$ cat src/rtl/fu_arbiter.sv
// Two-requester arbiter for a shared combinational function unit: grant in IDLE,
// one EXEC cycle, then hold the response in RESP until RSP_READY (3 cycles/op best case).
module fu_arbiter #(
   parameter int DW = 8
) (
   input  logic          CLK,
   input  logic          RST_N,
   input  logic          REQ0_VALID,
   output logic          REQ0_READY,
   input  logic [4:0]    REQ0_FS,
   input  logic [DW-1:0] REQ0_A,
   input  logic [DW-1:0] REQ0_B,
   input  logic          REQ1_VALID,
   output logic          REQ1_READY,
   input  logic [4:0]    REQ1_FS,
   input  logic [DW-1:0] REQ1_A,
   input  logic [DW-1:0] REQ1_B,
   output logic [4:0]    FU_FS,
   output logic [DW-1:0] FU_A,
   output logic [DW-1:0] FU_B,
   input  logic [DW-1:0] FU_F,
   input  logic          FU_V,
   input  logic          FU_C,
   input  logic          FU_N,
   input  logic          FU_Z,
   output logic          RSP_VALID,
   input  logic          RSP_READY,
   output logic          RSP_ID,
   output logic [DW-1:0] RSP_F,
   output logic [3:0]    RSP_FLAGS,
   output logic          RSP_ERR,
   output logic          BUSY,
   output logic [7:0]    OP_CNT
);

   typedef enum logic [1:0] {IDLE, EXEC, RESP} state_t;

   state_t        state_q, state_d;
   logic          pri_q, pri_d;
   logic          id_q, id_d;
   logic [4:0]    fs_q, fs_d;
   logic [DW-1:0] a_q, a_d;
   logic [DW-1:0] b_q, b_d;
   logic          rsp_id_q, rsp_id_d;
   logic [DW-1:0] rsp_f_q, rsp_f_d;
   logic [3:0]    rsp_flags_q, rsp_flags_d;
   logic          rsp_err_q, rsp_err_d;
   logic [7:0]    op_cnt_q, op_cnt_d;
   logic          gnt0, gnt1;
   logic          fs_legal;

   always_comb begin
      fs_legal = (fs_q <= 5'd8) || (fs_q == 5'd10) || (fs_q == 5'd12) ||
                 (fs_q == 5'd14) || (fs_q == 5'd16) || (fs_q == 5'd20) ||
                 (fs_q == 5'd24);
   end

   always_comb begin
      state_d     = state_q;
      pri_d       = pri_q;
      id_d        = id_q;
      fs_d        = fs_q;
      a_d         = a_q;
      b_d         = b_q;
      rsp_id_d    = rsp_id_q;
      rsp_f_d     = rsp_f_q;
      rsp_flags_d = rsp_flags_q;
      rsp_err_d   = rsp_err_q;
      op_cnt_d    = op_cnt_q;
      gnt0        = 1'b0;
      gnt1        = 1'b0;

      case (state_q)
         IDLE: begin
            // Gated by RST_N so no requester sees an accept while reset is held.
            if (RST_N) begin
               gnt0 = REQ0_VALID && (!REQ1_VALID || !pri_q);
               gnt1 = REQ1_VALID && (!REQ0_VALID || pri_q);
            end
            if (gnt0) begin
               id_d    = 1'b0;
               fs_d    = REQ0_FS;
               a_d     = REQ0_A;
               b_d     = REQ0_B;
               state_d = EXEC;
            end else if (gnt1) begin
               id_d    = 1'b1;
               fs_d    = REQ1_FS;
               a_d     = REQ1_A;
               b_d     = REQ1_B;
               state_d = EXEC;
            end
         end
         EXEC: begin
            rsp_id_d = id_q;
            if (fs_legal) begin
               rsp_f_d     = FU_F;
               rsp_flags_d = {FU_V, FU_C, FU_N, FU_Z};
               rsp_err_d   = 1'b0;
            end else begin
               rsp_f_d     = '0;
               rsp_flags_d = 4'b0000;
               rsp_err_d   = 1'b1;
            end
            state_d = RESP;
         end
         RESP: begin
            if (RSP_READY) begin
               pri_d    = ~rsp_id_q;
               op_cnt_d = op_cnt_q + 8'd1;
               state_d  = IDLE;
            end
         end
         default: state_d = IDLE;
      endcase
   end

   always_ff @(posedge CLK) begin
      if (!RST_N) begin
         state_q     <= IDLE;
         pri_q       <= 1'b0;
         id_q        <= 1'b0;
         fs_q        <= '0;
         a_q         <= '0;
         b_q         <= '0;
         rsp_id_q    <= 1'b0;
         rsp_f_q     <= '0;
         rsp_flags_q <= '0;
         rsp_err_q   <= 1'b0;
         op_cnt_q    <= '0;
      end else begin
         state_q     <= state_d;
         pri_q       <= pri_d;
         id_q        <= id_d;
         fs_q        <= fs_d;
         a_q         <= a_d;
         b_q         <= b_d;
         rsp_id_q    <= rsp_id_d;
         rsp_f_q     <= rsp_f_d;
         rsp_flags_q <= rsp_flags_d;
         rsp_err_q   <= rsp_err_d;
         op_cnt_q    <= op_cnt_d;
      end
   end

   assign REQ0_READY = gnt0;
   assign REQ1_READY = gnt1;
   assign FU_FS      = fs_q;
   assign FU_A       = a_q;
   assign FU_B       = b_q;
   assign RSP_VALID  = (state_q == RESP);
   assign RSP_ID     = rsp_id_q;
   assign RSP_F      = rsp_f_q;
   assign RSP_FLAGS  = rsp_flags_q;
   assign RSP_ERR    = rsp_err_q;
   assign BUSY       = (state_q != IDLE);
   assign OP_CNT     = op_cnt_q;

endmodule

$ cat config.mk
export PLATFORM = sky130hd
export DESIGN_NAME = fu_arbiter
export DESIGN_NICKNAME = d
export VERILOG_FILES = /design/src/rtl/fu_arbiter.sv
export SDC_FILE = /design/constraint.sdc
export NUM_CORES = 1
export LEC_CHECK = 0
export CORE_ASPECT_RATIO = 0.6
export CORE_MARGIN = 2
export CORE_UTILIZATION = 23
export CTS_BUF_LIST = sky130_fd_sc_hd__clkbuf_4 sky130_fd_sc_hd__clkbuf_8 sky130_fd_sc_hd__clkbuf_16
export CTS_CLUSTER_DIAMETER = 30
export CTS_CLUSTER_SIZE = 24
export DETAILED_ROUTE_END_ITERATION = 7
export REMOVE_ABC_BUFFERS = 1
export SYNTH_ARGS = -nofsm -noshare
export SYNTH_HDL_FRONTEND = slang
export SYNTH_SLANG_ARGS = --single-unit
$ cat constraint.sdc
create_clock -name CLK -period 1.5 [get_ports CLK]
set_input_delay 0.3 -clock CLK [delete_from_list [all_inputs] [get_ports CLK]]
set_output_delay 0.3 -clock CLK [all_outputs]
set_load 0.01 [all_outputs]
Word-level counts from Yosys, hierarchy flattened
Cells that the tools add are included.
Widths: inputs -> output; s select.
{"block": "word_totals", "regBits": 47, "in_bits": 59, "word_cells": 64, "out_inout_bits": 47}
{"block": "classes", "n_bitwise": 1, "eq_ne": 10, "add_sub_neg": 1, "reduce_logical": 19, "order_cmp": 1, "n_mux": 21}
{"cell": "$mux 8", "n": 5}
{"cell": "$eq 5x4->1 const B", "n": 3}
{"cell": "$eq 5x5->1 const B", "n": 3}
{"cell": "$mux 5", "n": 2}
{"cell": "$mux 1", "n": 9}
{"cell": "$add 8x1->8 const B", "n": 1}
{"cell": "$logic_or 1x1->1", "n": 8}
{"cell": "$mux 2", "n": 3}
{"cell": "$pmux 2 s3", "n": 1}
{"cell": "$reduce_and 2->1", "n": 3}
{"cell": "$le 5x4->1 const B", "n": 1}
{"cell": "$mux 4", "n": 1}
{"cell": "$reduce_bool 2->1", "n": 2}
{"cell": "$logic_not 1->1", "n": 3}
{"cell": "$ne 3x3->1 const B", "n": 1}
{"cell": "$eq 2x1->1 const B", "n": 1}
{"cell": "$eq 2x2->1 const B", "n": 1}
{"cell": "$logic_and 1x1->1", "n": 2}
{"cell": "$logic_not 2->1", "n": 1}
{"cell": "$ne 2x1->1 const B", "n": 1}
{"cell": "$not 1->1", "n": 1}

Longest topological paths before layout
Gate-level depths: netlist (run 1).
{"block": "depth", "word_depth": 8, "depth_mapped": 4, "mapped_depth_nobuf": 4}

Least setup slack after synthesis (run 1)
Ideal clock, no wire load.
{"block": "synth_timing", "path_type": "flip-flop to output port", "start": "reg state_q[0]", "end": "out REQ0_READY", "setup_slack_ps": -23, "t_arrival_ps": 1223, "t_required_ps": 1200, "n_path_buf": 1, "stages_incl_launch_ff": 5, "cell_sequence": "dfxtp_1 > nor2_1 > buf_2 > inv_1 > nor3_1"}
{"block": "synth_between", "elab_chain_len": 2}
{"item": "start: declaration", "line": "38", "rtl": "state_t state_q, state_d;"}
{"item": "start signal: assignment", "line": "132", "rtl": "state_q <= state_d;"}
{"item": "$logic_not 2->1", "line": "73", "rtl": "case (state_q)"}
{"item": "$mux 1", "line": "73"}
{"item": "end: declaration", "line": "9", "rtl": "output logic REQ0_READY,"}
No other way between the ends.

Worst setup path in the final report (run 1)
{"block": "layout_timing", "start": "in RSP_READY", "end": "reg op_cnt_q[5], in the netlist OP_CNT[5]"}
{"block": "layout_between", "elab_chain_len": 1}
{"item": "start: declaration", "line": "27", "rtl": "input logic RSP_READY,"}
{"item": "$reduce_and 2->1 (no line)"}
{"item": "end signal: assignment", "line": "142", "rtl": "op_cnt_q <= op_cnt_d;"}
{"item": "end: declaration", "line": "48", "rtl": "logic [7:0] op_cnt_q, op_cnt_d;"}
No other way between the ends.
A chain may end at the register's enable or synchronous reset.

==> metrics, run 1 <==
outcome=completed; Worst-Margin Slew=0.318 ns; share of layout cells above drive strength 1=17.9%; setup TNS=0 ns; Detailed Place HPWL=4870 µm; H-tree depth=2; clock latency on the worst-skew pair=~0.28 ns; post-route clock period utilization=99.0%; Fin Hold WS=0.471 ns; Die Area=10000 µm²; initial antenna violation count=0; Lkg Pwr=1.67 nW; most frequent cell after synthesis=dfxtp_1; Final Hold Viols=0; number of synthesized flops with an enable pin=0; Clock Path Buffers=2; initial detailed-routing violation count=66; multiplexer share of the synthesized area=1.42%; Num CTS Buffers=5; Compound-Gate Fraction of Synth Area=29.7%; clock power share=a little under two fifths; core area=9050 µm²; Req. time, crit path=1.72 ns; Max Slew Vio Count=0; CP endpoint kind=flip-flop; global-route wire length before repair=between 10000 and 15000 µm; commonest cells in the netlist=dfxtp_1, a21oi_1, o21ai_0; Yosys top cell by area=dfxtp_1; P&R area growth vs syn=73.5%; Setup Skew=~0.0029 ns; Pint=2.61 mW; DRT Wirelength=about 7000 µm; Hold Path Class=flip-flop to flip-flop; # setup viols final=0; top_reg_cell synth=dfxtp_1; synthesized cell area=2110 µm²; Max Freq=between 0.6 and 0.7 GHz; synthesized flop and latch total=47; clk sinks=47; vias in the first global route=around 2200; Yosys warning count=0; Reg power frac=40.3%; Worst path top cell family by delay=simple AND/OR/NAND/NOR gates; switch share=24.9%; vias per cell=4.78; routability cong.=0.734; FFs w/ async S/R, synth=0%; number of max-cap violations=0; GRT Total Usage=14.4%; unrepaired setup endpoints after global routing=true; Synth top area share=between 40% and 50%; NumNets Final=roughly 400; CP arrival=~1.7 ns; # rows=27; Final Util=40.5%; cell area after layout=3670 µm²; Starting Density=between 20% and 30%; Synth Area in Adders=0.592%; post-synthesis simple-gate area fraction=roughly 18%; Net Sw Power=a little under 900 µW; root buffer cell=clkbuf_16; Tmin final=approximately 1.5 ns; Setup crit start kind=primary input; Post-Syn Area per Cell=9.48 µm²; antenna viol nets, final=0; Peak VDD IR=0.515 mV; post-synthesis xor/xnor area fraction=0.829%; max incr delay on CP=0.57 ns; CP max FO=6; total grt overflow=0; CTS tree=built; worst-path cell chain=clkdlybuf4s50_1, nand3b_1, or4_4, a21oi_2; largest net degree at the start of global routing=43; DR WL/cell=15.4 µm; Die X-Extent=128 µm; PortBufs=105; CP Class=primary input to flip-flop; main combinational cell family by area after synthesis=compound AO/OA/AOI/OAI gates; Buf/Inv on CP=1; via count=2161; CTS clk-pin slew, worst paths=about 0.06 ns; first-pass detailed-route iteration total=5; ranking of synthesized cells by area=dfxtp_1, or3b_1, a311oi_1; # diodes=0; placed cell areas=between 3000 and 4000 µm²; drt drc=0; Seq/Total Area, Yosys=44.5%; Max-slew headroom=78.6%; Top Ports=106; Gate power share=between 20% and 30%; Final Power=3.47 mW; Cells after Synth=223; Crit-path slowest cell=or4_4; Yosys cell types=40; Die Y=78.3 µm; PD cells=946 nW/µm²
==> path summary, 6_finish.rpt <==
| path | slack, ns | startpoint | depth (start not counted) | to |
|---|---|---|---|---|
| max | 0.02 | RSP_READY | 4 | OP_CNT[5] |
| min | 0.47 | RSP_F[4] | 1 | RSP_F[4] |
| max reg2reg | 0.02 | state_q[0] | 4 | OP_CNT[5] |
| min reg2reg | 0.47 | RSP_F[4] | 1 | RSP_F[4] |
==> through the flow <==
step / setup WS, ns / cells
6_report: 0.0151 / 452
5_1_grt: -0.0483 / 452
4_1_cts: -0.0125 / 451
3_5_place_dp: -0.667 / 443
3_3_place_gp: -0.764 / 443
2_1_floorplan: -0.695 / 203
==> kinds of logic after synthesis <==
| family | count (synthesis) |
|---|---|
| simple gates | 55 |
| fa+ha+maj | 1 |
| mux | 3 |
| flops | 47 |
| buf+inv | 23 |
| xor+xnor | 2 |
| compound gates | 92 |
==> registers in the layout, summed over array words and instances, names as in the netlist, 2 cells and up <==
name and flops:
FU_A 8, FU_B 8, OP_CNT 8, RSP_F 8
FU_FS 5, RSP_FLAGS 4, state_q 2
==> routing by layer <==
| layer | track usage [%] | share of wire [%] |
|---|---|---|
| met1 | 20.2 | 51 |
| met5 | 0 | 0 |
| met2 | 21.5 | 40 |
| met4 | 2.64 | 0.66 |
| met3 | 5.04 | 8.4 |
==> power by group through the flow <==
stage | clock (mW) | sequential, mW | combinational (mW)
2_1_floorplan | 0 | 1.46 | 0.252
3_3_place_gp | 0 | 1.42 | 0.770
3_5_place_dp | 0 | 1.42 | 0.775
4_1_cts | 1.34 | 1.40 | 0.776
5_1_grt | 1.40 | 1.41 | 0.839
6_report | 1.30 | 1.40 | 0.770
==> final cells by class <==
type	count	area (µm²)
inverter	3	11.3
tap	116	145
clock buffer	6	139
timing repair buffer	125	1250
fill	918	5390
multi-input combinational	153	1130
clock inverter	2	35.0
sequential	47	947
==> repair_timing <==
item / in CTS / in global routing
resized for setup: 43 / 36
pin swaps: 4 / 9
hold buffers: 0 / 0
setup endpoints to repair: 50 / 44
buffers inserted: 0 / 1
==> layout by cell type (no fill, tap or decap), types with 3 or more instances in the layout <==
cell              n
a21oi_1          25
nand2b_1          3
dfxtp_1          42
buf_6             5
buf_4            14
dlygate4sd2_1    14
a22o_1           12
nand2_1           4
dlymetal6s2s_1   20
a21oi_2           3
mux2i_1           3
clkbuf_16         5
nand3_1           3
a311oi_1         18
or3b_1           21
o21ai_0          23
nor2_1            4
a311oi_2          3
clkdlybuf4s50_1  67
dfxtp_2           5
buf_2             3
(Power assumes the default switching activity.)
==> run 2, diff against run 1 <==
--- a/config.mk
+++ b/config.mk
@@ -12,6 +12,7 @@
 export CTS_CLUSTER_DIAMETER = 30
 export CTS_CLUSTER_SIZE = 24
 export DETAILED_ROUTE_END_ITERATION = 7
+export PLACE_DENSITY = 0.59
 export REMOVE_ABC_BUFFERS = 1
 export SYNTH_ARGS = -nofsm -noshare
 export SYNTH_HDL_FRONTEND = slang
==> run 2 against run 1 <==
Against the previous run: global-route usage fell by 0.90 points; core utilization up 0.32 points; critical path depth stayed put; cell area rose by 0.78%; clock power barely moved; power rose by 0.47%; clock skew grew 0.0017 ns; clock-buffer cell count is 1 lower; via count grew 1.3%.
==> metrics, run 2 (synthesized netlist as in run 1, its figures left out) <==
Num CTS Buffers=5 (unchanged); PD cells=944 nW/µm² (-0.31%); vias per cell=4.81 (+0.67%); CP arrival=1.19 ns (-0.52 ns); P&R area growth vs syn=74.9%; area occupied by multi-input gates=1130 µm² (-0.22%); Setup Skew=0.00458 ns (+0.00167 ns); CTS tree=built; Non-Filler Instances=455 (+0.66%); Worst Slack Setup Final=0.0107 ns (-0.00444 ns); Peak VDD IR=0.650 mV (+26%); # rows=27 (unchanged); CTS clk-pin slew, worst paths=0.07 ns (about the same); Die Y=78.3 µm (unchanged); # diodes=0 (unchanged); CP Class=flip-flop to output pin; vias in the first global route=2096 (-5.2%); unrepaired setup endpoints after global routing=true; DRT Wirelength=6780 µm (-2.5%); Seq. cell area=950 µm² (+0.26%); largest net degree at the start of global routing=43 (unchanged); Max-slew headroom=77.1% (-1.5 points); Crit-path slowest cell=dfxtp_2; via count=2190 (+1.3%); number of fillers in the final layout=924 (+0.65%); worst-path cell chain=nor2_4, inv_1, nor3_1, buf_2; Worst path top cell family by delay=flip-flops; drt drc=0 (unchanged); most common cell after layout, fill and taps aside=clkdlybuf4s50_1; NumNets Final=398 (+0.76%); core area=9050 µm² (unchanged); Top Ports=106 (unchanged); antenna viol nets, final=0 (unchanged); pre-CTS setup slack=-0.500 ns (+0.167 ns); most frequent cells in the layout=clkdlybuf4s50_1, dfxtp_1, a21oi_1; Die Area=10000 µm² (unchanged); PortBufs=105 (unchanged); Hold Path Class=flip-flop to flip-flop; Final Hold Viols=0 (unchanged); share of layout cells above drive strength 1=18.6% (+0.73 points); Req. time, crit path=1.20 ns (-0.52 ns); initial antenna violation count=0 (unchanged); global-route wire length before repair=10900 µm (-5.2%); first-pass detailed-route iteration total=4 (-1); Starting Density=23.3% (unchanged); Tmin final=1.49 ns (+0.00444 ns); H-tree depth=2 (unchanged); Lkg Pwr=1.70 nW (+1.4%); Die X-Extent=128 µm (unchanged); CP endpoint kind=output pin; initial detailed-routing violation count=83 (+26%); Clock Path Buffers=2 (unchanged); Worst-Margin Slew=0.341 ns (+0.0227 ns); Max Slew Vio Count=0 (unchanged); clock latency on the worst-skew pair=0.29 ns (about the same); routability cong.=0.794 (+8.2%); CP max FO=3 (-3); post-route clock period utilization=99.3% (+0.30 points); Detailed Place HPWL=4750 µm (-2.5%); outcome=completed; max incr delay on CP=0.33 ns (-0.24 ns); dpl cells=443 (unchanged); number of max-cap violations=0 (unchanged); GRT Total Usage=13.5% (-0.90 points); Setup crit start kind=flip-flop; total grt overflow=0 (unchanged); clk sinks=47 (unchanged); # setup viols final=0 (unchanged); r2r setup slk=0.03 ns (about the same); Max Freq=0.671 GHz (-0.30%); Buf/Inv on CP=2 (+1); Fin Hold WS=0.473 ns (+0.00268 ns); Final Power=3.49 mW (+0.47%); DR WL/cell=14.9 µm (-3.1%); root buffer cell=clkbuf_16
==> run 2: cell types whose count changed in the layout (fill, tap and decap cells not counted), moves of 4 or more <==
cell	change
a311oi_2	+5
a311oi_1	-5
buf_6	-4
buf_4	+5
==> run 2: per-stage QoR <==
step | utilization (%) | setup TNS, ns | cell area, µm²
after detailed placement | 37.3 | -16.30 | 3380
after CTS | 39.5 | -0.00647 | 3580
after global routing | 40.8 | -0.500 | 3700
final | 40.8 | 0 | 3700
after floorplan | - | -17.17 | 2010
after global placement | 37.3 | -14.63 | 3380
==> run 2: worst min-delay path, delay by kind of cell (launching register included) <==
kind | cells | cell delay, ns
AND/OR/NAND/NOR | 1 | 0.05
flip-flops | 1 | 0.32
multiplexers | 1 | 0.05
==> run 2: where the power goes <==
part	total, mW	switching, mW	internal (mW)
Combinational	0.802	0.343	0.459
Sequential	1.40	0.0559	1.34
Clock	1.29	0.496	0.792
==> run 2: layout make-up <==
type,count,area share (%)
flip-flops and latches,47,25.7
inverters,3,0.305
well taps,116,3.93
repair buffers,128,34.8
clock buffers,5,3.39
multi-input cells,153,30.6
clock inverters,3,1.25
==> run 2: repair_timing <==
| action | in CTS | in global routing |
|---|---|---|
| pin swaps | 4 | 8 |
| cloned | 0 | 0 |
| setup endpoints to repair | 51 | 42 |
| setup buffers | 2 | 2 |
| hold buffers | 0 | 0 |
| gates resized for setup | 42 | 35 |
==> run 2: final timing paths <==
path / startpoint / to / depth (start not counted)
max: state_q[0] / REQ0_READY / 4
min: OP_CNT[7] / OP_CNT[7] / 2
max reg2reg: state_q[0] / OP_CNT[4] / 5
min reg2reg: OP_CNT[7] / OP_CNT[7] / 2
==> run 2: routing by layer <==
layer	routed length (µm)	track usage (%)	vias up
met5	0	0	-
met4	62	3.30	0
met3	422	3.68	6
met2	2830	20.1	71
met1	3470	19.4	1029
li1	-	-	1084
==> run 3, diff against run 2 <==
--- a/config.mk
+++ b/config.mk
@@ -12,6 +12,7 @@
 export CTS_CLUSTER_DIAMETER = 30
 export CTS_CLUSTER_SIZE = 24
 export DETAILED_ROUTE_END_ITERATION = 7
+export MAX_ROUTING_LAYER = met4
 export PLACE_DENSITY = 0.59
 export REMOVE_ABC_BUFFERS = 1
 export SYNTH_ARGS = -nofsm -noshare
==> run 3 against run 2 <==
Against the previous run: cell count did not move; register-to-register slack barely moved; non-clock buffer count did not move; global-route usage rose by 0.40 points; clock skew barely moved; clock-buffer cell count did not move; via count rose by 0.27%; fmax barely moved; highest routed layer unchanged.
==> metrics, run 3 (synthesized netlist as in run 1, its figures left out) <==
outcome=completed; DRT Wirelength=6790 µm (+0.16%); PD cells=944 nW/µm² (about the same); GRT Total Usage=13.9% (+0.40 points); Lkg Pwr=1.70 nW (unchanged); Starting Density=23.3% (unchanged); drt drc=0 (unchanged); clk sinks=47 (unchanged); initial antenna violation count=0 (unchanged); Top Ports=106 (unchanged); Worst-Margin Slew=0.341 ns (-0.0000587 ns); Crit-path slowest cell=dfxtp_2; antenna viol nets, final=0 (unchanged); CTS tree=built; cell area after layout=3700 µm² (unchanged); Worst Slack Setup Final=0.0108 ns (+0.000103 ns); largest net degree at the start of global routing=43 (unchanged); Hold Path Class=flip-flop to flip-flop; unrepaired setup endpoints after global routing=true; share of layout cells above drive strength 1=18.6% (unchanged); clock latency on the worst-skew pair=0.29 ns (about the same); PortBufs=105 (unchanged); Max Freq=0.671 GHz (about the same); post-route clock period utilization=99.3% (about the same); CP arrival=1.19 ns (about the same); Peak VDD IR=0.651 mV (+0.13%); Max-slew headroom=77.1% (about the same); Req. time, crit path=1.20 ns (about the same); dpl cells=443 (unchanged); CP max FO=3 (unchanged); first-pass detailed-route iteration total=4 (unchanged); DR WL/cell=14.9 µm (+0.16%); Num CTS Buffers=5 (unchanged); # setup viols final=0 (unchanged); Non-Filler Instances=455 (unchanged); vias per cell=4.83 (+0.27%); CP Class=flip-flop to output pin; Fin Hold WS=0.473 ns (+0.0000220 ns); number of max-cap violations=0 (unchanged); # diodes=0 (unchanged); initial detailed-routing violation count=90 (+8.4%); Die Area=10000 µm² (unchanged); NumNets Final=398 (unchanged); worst-path cell chain=nor2_4, inv_1, nor3_1, buf_2; Final Hold Viols=0 (unchanged); CP endpoint kind=output pin; global-route wire length before repair=10800 µm (-0.19%); root buffer cell=clkbuf_16; # rows=27 (unchanged); Setup crit start kind=flip-flop; Detailed Place HPWL=4750 µm (unchanged); P&R area growth vs syn=74.9% (unchanged); vias in the first global route=2100 (+0.19%); Clock Path Buffers=2 (unchanged); placed cell areas=3380 µm² (unchanged); Setup Skew=0.00427 ns (-0.000303 ns); Die Y=78.3 µm (unchanged); Die X-Extent=128 µm (unchanged); core area=9050 µm² (unchanged); routability cong.=0.805 (+1.4%); total grt overflow=0 (unchanged); Hold Buf Count CTS=0 (unchanged); CTS clk-pin slew, worst paths=0.07 ns (about the same); max incr delay on CP=0.33 ns (about the same); via count=2196 (+0.27%); Tmin final=1.49 ns (-0.000103 ns); Max Slew Vio Count=0 (unchanged); Final Util=40.8% (unchanged); most common cell after layout, fill and taps aside=clkdlybuf4s50_1; H-tree depth=2 (unchanged); pre-CTS setup slack=-0.500 ns (unchanged); most frequent cells in the layout=clkdlybuf4s50_1, dfxtp_1, a21oi_1
## run 3: cell counts in the layout (fill, tap and decap cells not counted)
Identical to the previous run, type by type.
## run 3: routing by layer
| metal | part of all wire (%) | global-route usage (%) | vias to the layer above | routed length (µm) |
|---|---|---|---|---|
| li1 | - | - | 1084 | - |
| met1 | 52 | 20.0 | 1033 | 3550 |
| met2 | 41 | 19.9 | 73 | 2810 |
| met3 | 5.4 | 2.86 | 6 | 370 |
| met4 | 1.0 | 3.30 | 0 | 68 |
| met5 | 0 | - | - | 0 |
## run 3: what timing repair did
action / 4_1_cts / 5_1_grt
gates resized for setup: 42 / 35
endpoints found under the setup margin: 51 / 43
gates cloned: 0 / 0
buffers inserted: 2 / 2
pin swaps: 4 / 8
## run 3: final timing paths
kind                    from         end  slack, ns  cells past startpoint
hold / removal     OP_CNT[7]   OP_CNT[7]       0.47                      2
hold reg to reg    OP_CNT[7]   OP_CNT[7]       0.47                      2
setup reg to reg  state_q[0]   OP_CNT[4]       0.03                      5
setup / recovery  state_q[0]  REQ0_READY       0.01                      4
## run 3: critical path: cells and delay by family, from the launching register on
| family | cells | cell delay [ns] |
|---|---|---|
| flops | 1 | 0.33 |
| simple gates | 2 | 0.31 |
| buf+inv | 2 | 0.25 |
## run 3: power by group
part	switching, mW	internal [mW]	total (mW)	leakage [nW]
combinational	0.344	0.459	0.802	1.23
sequential	0.0558	1.34	1.40	0.388
clock	0.497	0.792	1.29	0.0804
total	0.896	2.59	3.49	1.70
## run 3: layout make-up
class / count / area, µm²
multi-input cells: 153 / 1130
clock inverters: 3 / 46.3
clock buffers: 5 / 125
fillers: 924 / 5360
inverters: 3 / 11.3
flip-flops and latches: 47 / 950
well taps: 116 / 145
repair buffers: 128 / 1290
## run 3: through the flow
stage | total power [mW] | setup TNS [ns]
2_1_floorplan | 1.71 | -17.17
3_3_place_gp | 2.20 | -14.63
3_5_place_dp | 2.20 | -16.30
4_1_cts | 3.52 | -0.00647
5_1_grt | 3.68 | -0.501
6_report | 3.49 | 0
